File: config.mk
export PLATFORM = sky130hd
export DESIGN_NAME = bcd_seq_ctrl
export DESIGN_NICKNAME = d
export VERILOG_FILES = /design/src/rtl/bcd_seq_pkg.sv /design/src/rtl/bcd_digit_mac.sv /design/src/rtl/bcd_seq_ctrl.sv
export SDC_FILE = /design/constraint.sdc
export NUM_CORES = 1
export LEC_CHECK = 0
export BUFFER_PORTS_ARGS = -buffer_cell sky130_fd_sc_hd__buf_2
export CORE_MARGIN = 2
export CORE_UTILIZATION = 48
export DETAILED_ROUTE_END_ITERATION = 10
export PLACE_DENSITY = 0.69
export SLEW_MARGIN = 20
export SYNTH_ARGS = -nofsm -noshare
export SYNTH_HDL_FRONTEND = slang
export SYNTH_HIERARCHICAL = 1
export SYNTH_SLANG_ARGS = --single-unit
File: constraint.sdc
create_clock -name CLOCK_50 -period 2.62 [get_ports CLOCK_50]
set_clock_uncertainty 0.15 [all_clocks]
set_input_delay 0.524 -clock CLOCK_50 [delete_from_list [all_inputs] [get_ports CLOCK_50]]
set_output_delay 0.524 -clock CLOCK_50 [all_outputs]
set_load 0.01 [all_outputs]
File: src/rtl/bcd_seq_pkg.sv
// bcd_seq_pkg: shared state encoding, digit limit and result-width helper for the BCD sequencer
package bcd_seq_pkg;
  localparam logic [1:0] S_IDLE = 2'd0;
  localparam logic [1:0] S_CONV = 2'd1;
  localparam logic [1:0] S_FIN  = 2'd2;
  localparam int BCD_MAX_DIGIT = 9;
  // smallest width w with 2^w > 10^digits, so the largest decimal value stays below all ones
  function automatic int min_bin_w(input int digits);
    longint lim;
    int w;
    lim = 1;
    for (int i = 0; i < digits; i++) lim = lim * 10;
    for (w = 1; (longint'(1) << w) <= lim; w++) begin
    end
    return w;
  endfunction
endpackage

File: src/rtl/bcd_digit_mac.sv
// bcd_digit_mac: combinational acc*10 + d step with a non-decimal digit flag
module bcd_digit_mac
  import bcd_seq_pkg::*;
#(
  parameter int BIN_W = 10
) (
  input  logic [BIN_W-1:0] i_acc,
  input  logic [3:0]       i_d,
  output logic [BIN_W-1:0] o_sum,
  output logic             o_inv
);
  assign o_sum = (i_acc << 3) + (i_acc << 1) + {{(BIN_W-4){1'b0}}, i_d};
  assign o_inv = i_d > 4'(BCD_MAX_DIGIT);
endmodule

File: src/rtl/bcd_seq_ctrl.sv
// bcd_seq_ctrl: digit-serial packed-BCD to binary converter with start/busy/done handshake
module bcd_seq_ctrl
  import bcd_seq_pkg::*;
#(
  parameter int DIGITS = 3,
  parameter int BIN_W  = 10
) (
  input  logic                CLOCK_50,
  input  logic                RESET_N,
  input  logic                START,
  input  logic [4*DIGITS-1:0] BCD_IN,
  output logic                BUSY,
  output logic                DONE,
  output logic                ERR,
  output logic [BIN_W-1:0]    BIN_OUT
);
  localparam int CNT_W = $clog2(DIGITS + 1);

  if (DIGITS < 1 || DIGITS > 4 || BIN_W < min_bin_w(DIGITS)) begin : g_bad_param
    $error("bcd_seq_ctrl: DIGITS must be 1..4 and BIN_W wide enough for 10^DIGITS-1");
  end

  logic [1:0]          r_state;
  logic [4*DIGITS-1:0] r_sr;
  logic [BIN_W-1:0]    r_acc;
  logic [CNT_W-1:0]    r_cnt;
  logic                r_err;
  logic                r_err_out;
  logic [BIN_W-1:0]    r_bin;
  logic [3:0]          w_digit;
  logic [BIN_W-1:0]    w_acc_nxt;
  logic                w_inv;
  logic                w_err_nxt;
  logic                w_last;

  assign w_digit   = r_sr[4*DIGITS-1 -: 4];
  assign w_err_nxt = r_err | w_inv;
  assign w_last    = r_cnt == CNT_W'(1);

  bcd_digit_mac #(.BIN_W(BIN_W)) u_mac (
    .i_acc(r_acc),
    .i_d  (w_digit),
    .o_sum(w_acc_nxt),
    .o_inv(w_inv)
  );

  // FSM: load on START in IDLE, consume one digit per cycle, publish result on the last digit
  always_ff @(posedge CLOCK_50 or negedge RESET_N) begin
    if (!RESET_N) begin
      r_state   <= S_IDLE;
      r_sr      <= '0;
      r_acc     <= '0;
      r_cnt     <= '0;
      r_err     <= 1'b0;
      r_err_out <= 1'b0;
      r_bin     <= '0;
    end else begin
      case (r_state)
        S_IDLE: if (START) begin
          r_sr    <= BCD_IN;
          r_acc   <= '0;
          r_err   <= 1'b0;
          r_cnt   <= CNT_W'(DIGITS);
          r_state <= S_CONV;
        end
        S_CONV: begin
          r_acc <= w_acc_nxt;
          r_err <= w_err_nxt;
          r_sr  <= r_sr << 4;
          r_cnt <= r_cnt - 1'b1;
          if (w_last) begin
            r_bin     <= w_err_nxt ? '1 : w_acc_nxt;
            r_err_out <= w_err_nxt;
            r_state   <= S_FIN;
          end
        end
        default: r_state <= S_IDLE;
      endcase
    end
  end

  assign BUSY    = r_state != S_IDLE;
  assign DONE    = r_state == S_FIN;
  assign ERR     = r_err_out;
  assign BIN_OUT = r_bin;
endmodule

==> flow_summary.json <==
{
  "leakagePower_nw": 1.074,
  "cts_buffers": 5,
  "detail_route.drc_violations": 0,
  "crit_family": "adder cells",
  "globalplace.congestion": 0.7981,
  "detail_route.vias_per_cell": 5.340,
  "synth-warning-count": 6,
  "htree_levels": 2,
  "worst_case_vdd_ir_drop_uv": 599.2,
  "area_growth_pct": 11.88,
  "timing.critical_path.cells": "inv_1 -> fa_1 -> inv_1 -> ha_1 -> a21o_1 -> a21oi_2 -> o21ai_1 -> xor2_1 -> nor2_1 -> o21ai_0",
  "post-route-min-period_ns": 2.458,
  "critPathLaunchType": "flop",
  "final_min_period_over_clock_period_pct": 93.82,
  "core_area_mm2": 0.003971,
  "boundaryPins": 28,
  "postCtsHoldBufs": 0,
  "io_buffers": 27,
  "grt_pass1_wl_um": 6375,
  "antenna_violating_nets_post_route": 0,
  "floorplan.initialDensity_pct": 49.59,
  "antenna_cells_inserted": 0,
  "critPathBufInv": 2,
  "cp.depth": 10,
  "finalSetupTns_ns": 0,
  "worst-setup-path-type": "flop to flop",
  "drt_pre_antenna_iters": 4,
  "cp_common_cell": "sky130_fd_sc_hd__inv_1",
  "final_max_slew_viol_count": 0,
  "outcome": "completed",
  "first_iter_violations": 93,
  "worst_slew_pin_slew_ns": 0.8362,
  "endpoint_kind": "flop",
  "route.vias.total": 1399,
  "design_power_total_mw": 3.436,
  "grt_usage_pct": 18.90,
  "achievable-frequency_mhz": 406.8,
  "post_drt_wl_per_cell_um": 14.81,
  "syn-num-nets": 219,
  "clock_tree.root_cell": "sky130_fd_sc_hd__clkbuf_8",
  "synth_cells": 187,
  "worst_ep_required_time_ns": 2.67,
  "r2r_start": "r_acc[0]",
  "min_path_type": "input port to async pin",
  "timing.critical_path.fanout_max": 3,
  "design.final.nets": 244,
  "clk-insertion-delay-late_ns": 0.29,
  "final_hold_fails": 0,
  "clk_transition_reported_paths_ns": 0.07,
  "power_density_mw_per_mm2": 1559,
  "mappedNetlistArea_mm2": 0.001969,
  "cts_tree": "yes",
  "fp.dieArea_mm2": 0.004631,
  "cap_violations": 0,
  "first_global_vias": 1308,
  "cts.path.max_buffers": 2,
  "grt-ovfl-total": 0,
  "critical_path.reg2reg.endpoint": "BIN_OUT[7]",
  "synthesized_area_divided_by_synthesized_cell_count_um2": 10.53,
  "regToRegSetupSlack_ns": 0.16,
  "largest_net_degree_at_the_start_of_global_routing": 38,
  "cp-startpoint": "r_acc[0]",
  "timing.critical_path.slowest_cell_delay_ns": 0.53,
  "cts_sinks": 37,
  "drive_gt1_share_pct": 25.94,
  "post_detailed_placement_half_perimeter_wirelength_um": 2780,
  "crit_path_max_delay_cell_type": "sky130_fd_sc_hd__fa_1",
  "setup_violations": 0,
  "drt_wl_total_um": 3880,
  "floorplan.die.height_um": 68.06,
  "fp-row-count": 23,
  "reg2reg_depth": 10,
  "antenna_violations_before_repair": 0,
  "fillers": 370,
  "maxSlewHeadroom_pct": 44.25,
  "critPathArrivalTime_ns": 2.51,
  "die_w_um": 68.06
}
-- flip-flops by register name, indices dropped and copies added (netlist names) --
name / count
r_sr: 12
r_state: 2
ERR: 1
r_acc: 9
r_err: 1
BIN_OUT: 10
r_cnt: 2
-- per-stage QoR --
step | utilization, % | area, µm² | worst slack, ns | hold WS (ns) | cells
2_1_floorplan | - | 1969 | 0.2753 | 0.07841 | 187
3_3_place_gp | 52.96 | 2103 | 0.1924 | 0.3099 | 254
3_5_place_dp | 52.96 | 2103 | 0.09949 | 0.3168 | 254
4_1_cts | 55.14 | 2190 | 0.08300 | 0.2104 | 261
5_1_grt | 55.48 | 2203 | -0.02231 | 0.2592 | 262
6_report | 55.48 | 2203 | 0.1619 | 0.1790 | 262
-- power breakdown --
group / switching [mW] / internal [mW] / total (mW)
clock network: 0.192 / 0.209 / 0.401
registers: 0.222 / 0.862 / 1.08
logic: 1.04 / 0.911 / 1.95
total: 1.45 / 1.98 / 3.44
-- cell type report --
cell class              count  area [µm²]  share of cell area [%]
well taps                  50       62.56                   2.839
repair buffers             28       142.6                   6.474
clock buffers               7       86.33                   3.918
inverters                  11       41.29                   1.874
flip-flops and latches     37       925.9                   42.02
multi-input cells         129       944.7                   42.87
-- worst register-to-register path, stage by stage, from the launching register on --
cell	delay (ns)
sky130_fd_sc_hd__dfrtp_1	0.37
sky130_fd_sc_hd__inv_1	0.07
sky130_fd_sc_hd__fa_1	0.53
sky130_fd_sc_hd__inv_1	0.07
sky130_fd_sc_hd__ha_1	0.28
sky130_fd_sc_hd__a21o_1	0.17
sky130_fd_sc_hd__a21oi_2	0.20
sky130_fd_sc_hd__o21ai_1	0.12
sky130_fd_sc_hd__xor2_1	0.20
sky130_fd_sc_hd__nor2_1	0.07
sky130_fd_sc_hd__o21ai_0	0.15
-- layout by cell type, fill, tap and decap left out, types with 2 or more instances in the layout --
cell type,count
sky130_fd_sc_hd__dfrtp_1,37
sky130_fd_sc_hd__buf_2,27
sky130_fd_sc_hd__nand2_1,17
sky130_fd_sc_hd__nor2_1,15
sky130_fd_sc_hd__ha_1,15
sky130_fd_sc_hd__inv_1,11
sky130_fd_sc_hd__o21ai_1,11
sky130_fd_sc_hd__o21ai_0,11
sky130_fd_sc_hd__a22o_1,9
sky130_fd_sc_hd__nand3b_1,8
sky130_fd_sc_hd__o221a_2,8
sky130_fd_sc_hd__clkbuf_8,6
sky130_fd_sc_hd__xnor2_1,5
sky130_fd_sc_hd__nor2b_1,4
sky130_fd_sc_hd__a21oi_1,4
sky130_fd_sc_hd__nor2_2,3
sky130_fd_sc_hd__xor2_1,3
sky130_fd_sc_hd__a21oi_2,2
-- layer usage --
layer  share of wire [%]  global-route usage (%)
met2                  46                   26.94
met3                 3.3                   4.770
met5                   0                       0
met1                  49                   27.09
met4                 2.2                   8.250
-- repair_timing --
item,in CTS,in global routing
resized for setup,0,2
setup endpoints to repair,0,6
endpoints found under the hold margin,0,0
setup buffers,0,1
-- worst max-delay path by stage --
stage / to / slack (ns)
finish: BIN_OUT[7] / 0.16
floorplan: r_acc[8] / 0.28
global placement: BIN_OUT[8] / 0.19
global route: BIN_OUT[8] / -0.02
detailed placement: BIN_OUT[8] / 0.1
CTS: BIN_OUT[8] / 0.08
(Power assumes the default switching activity.)
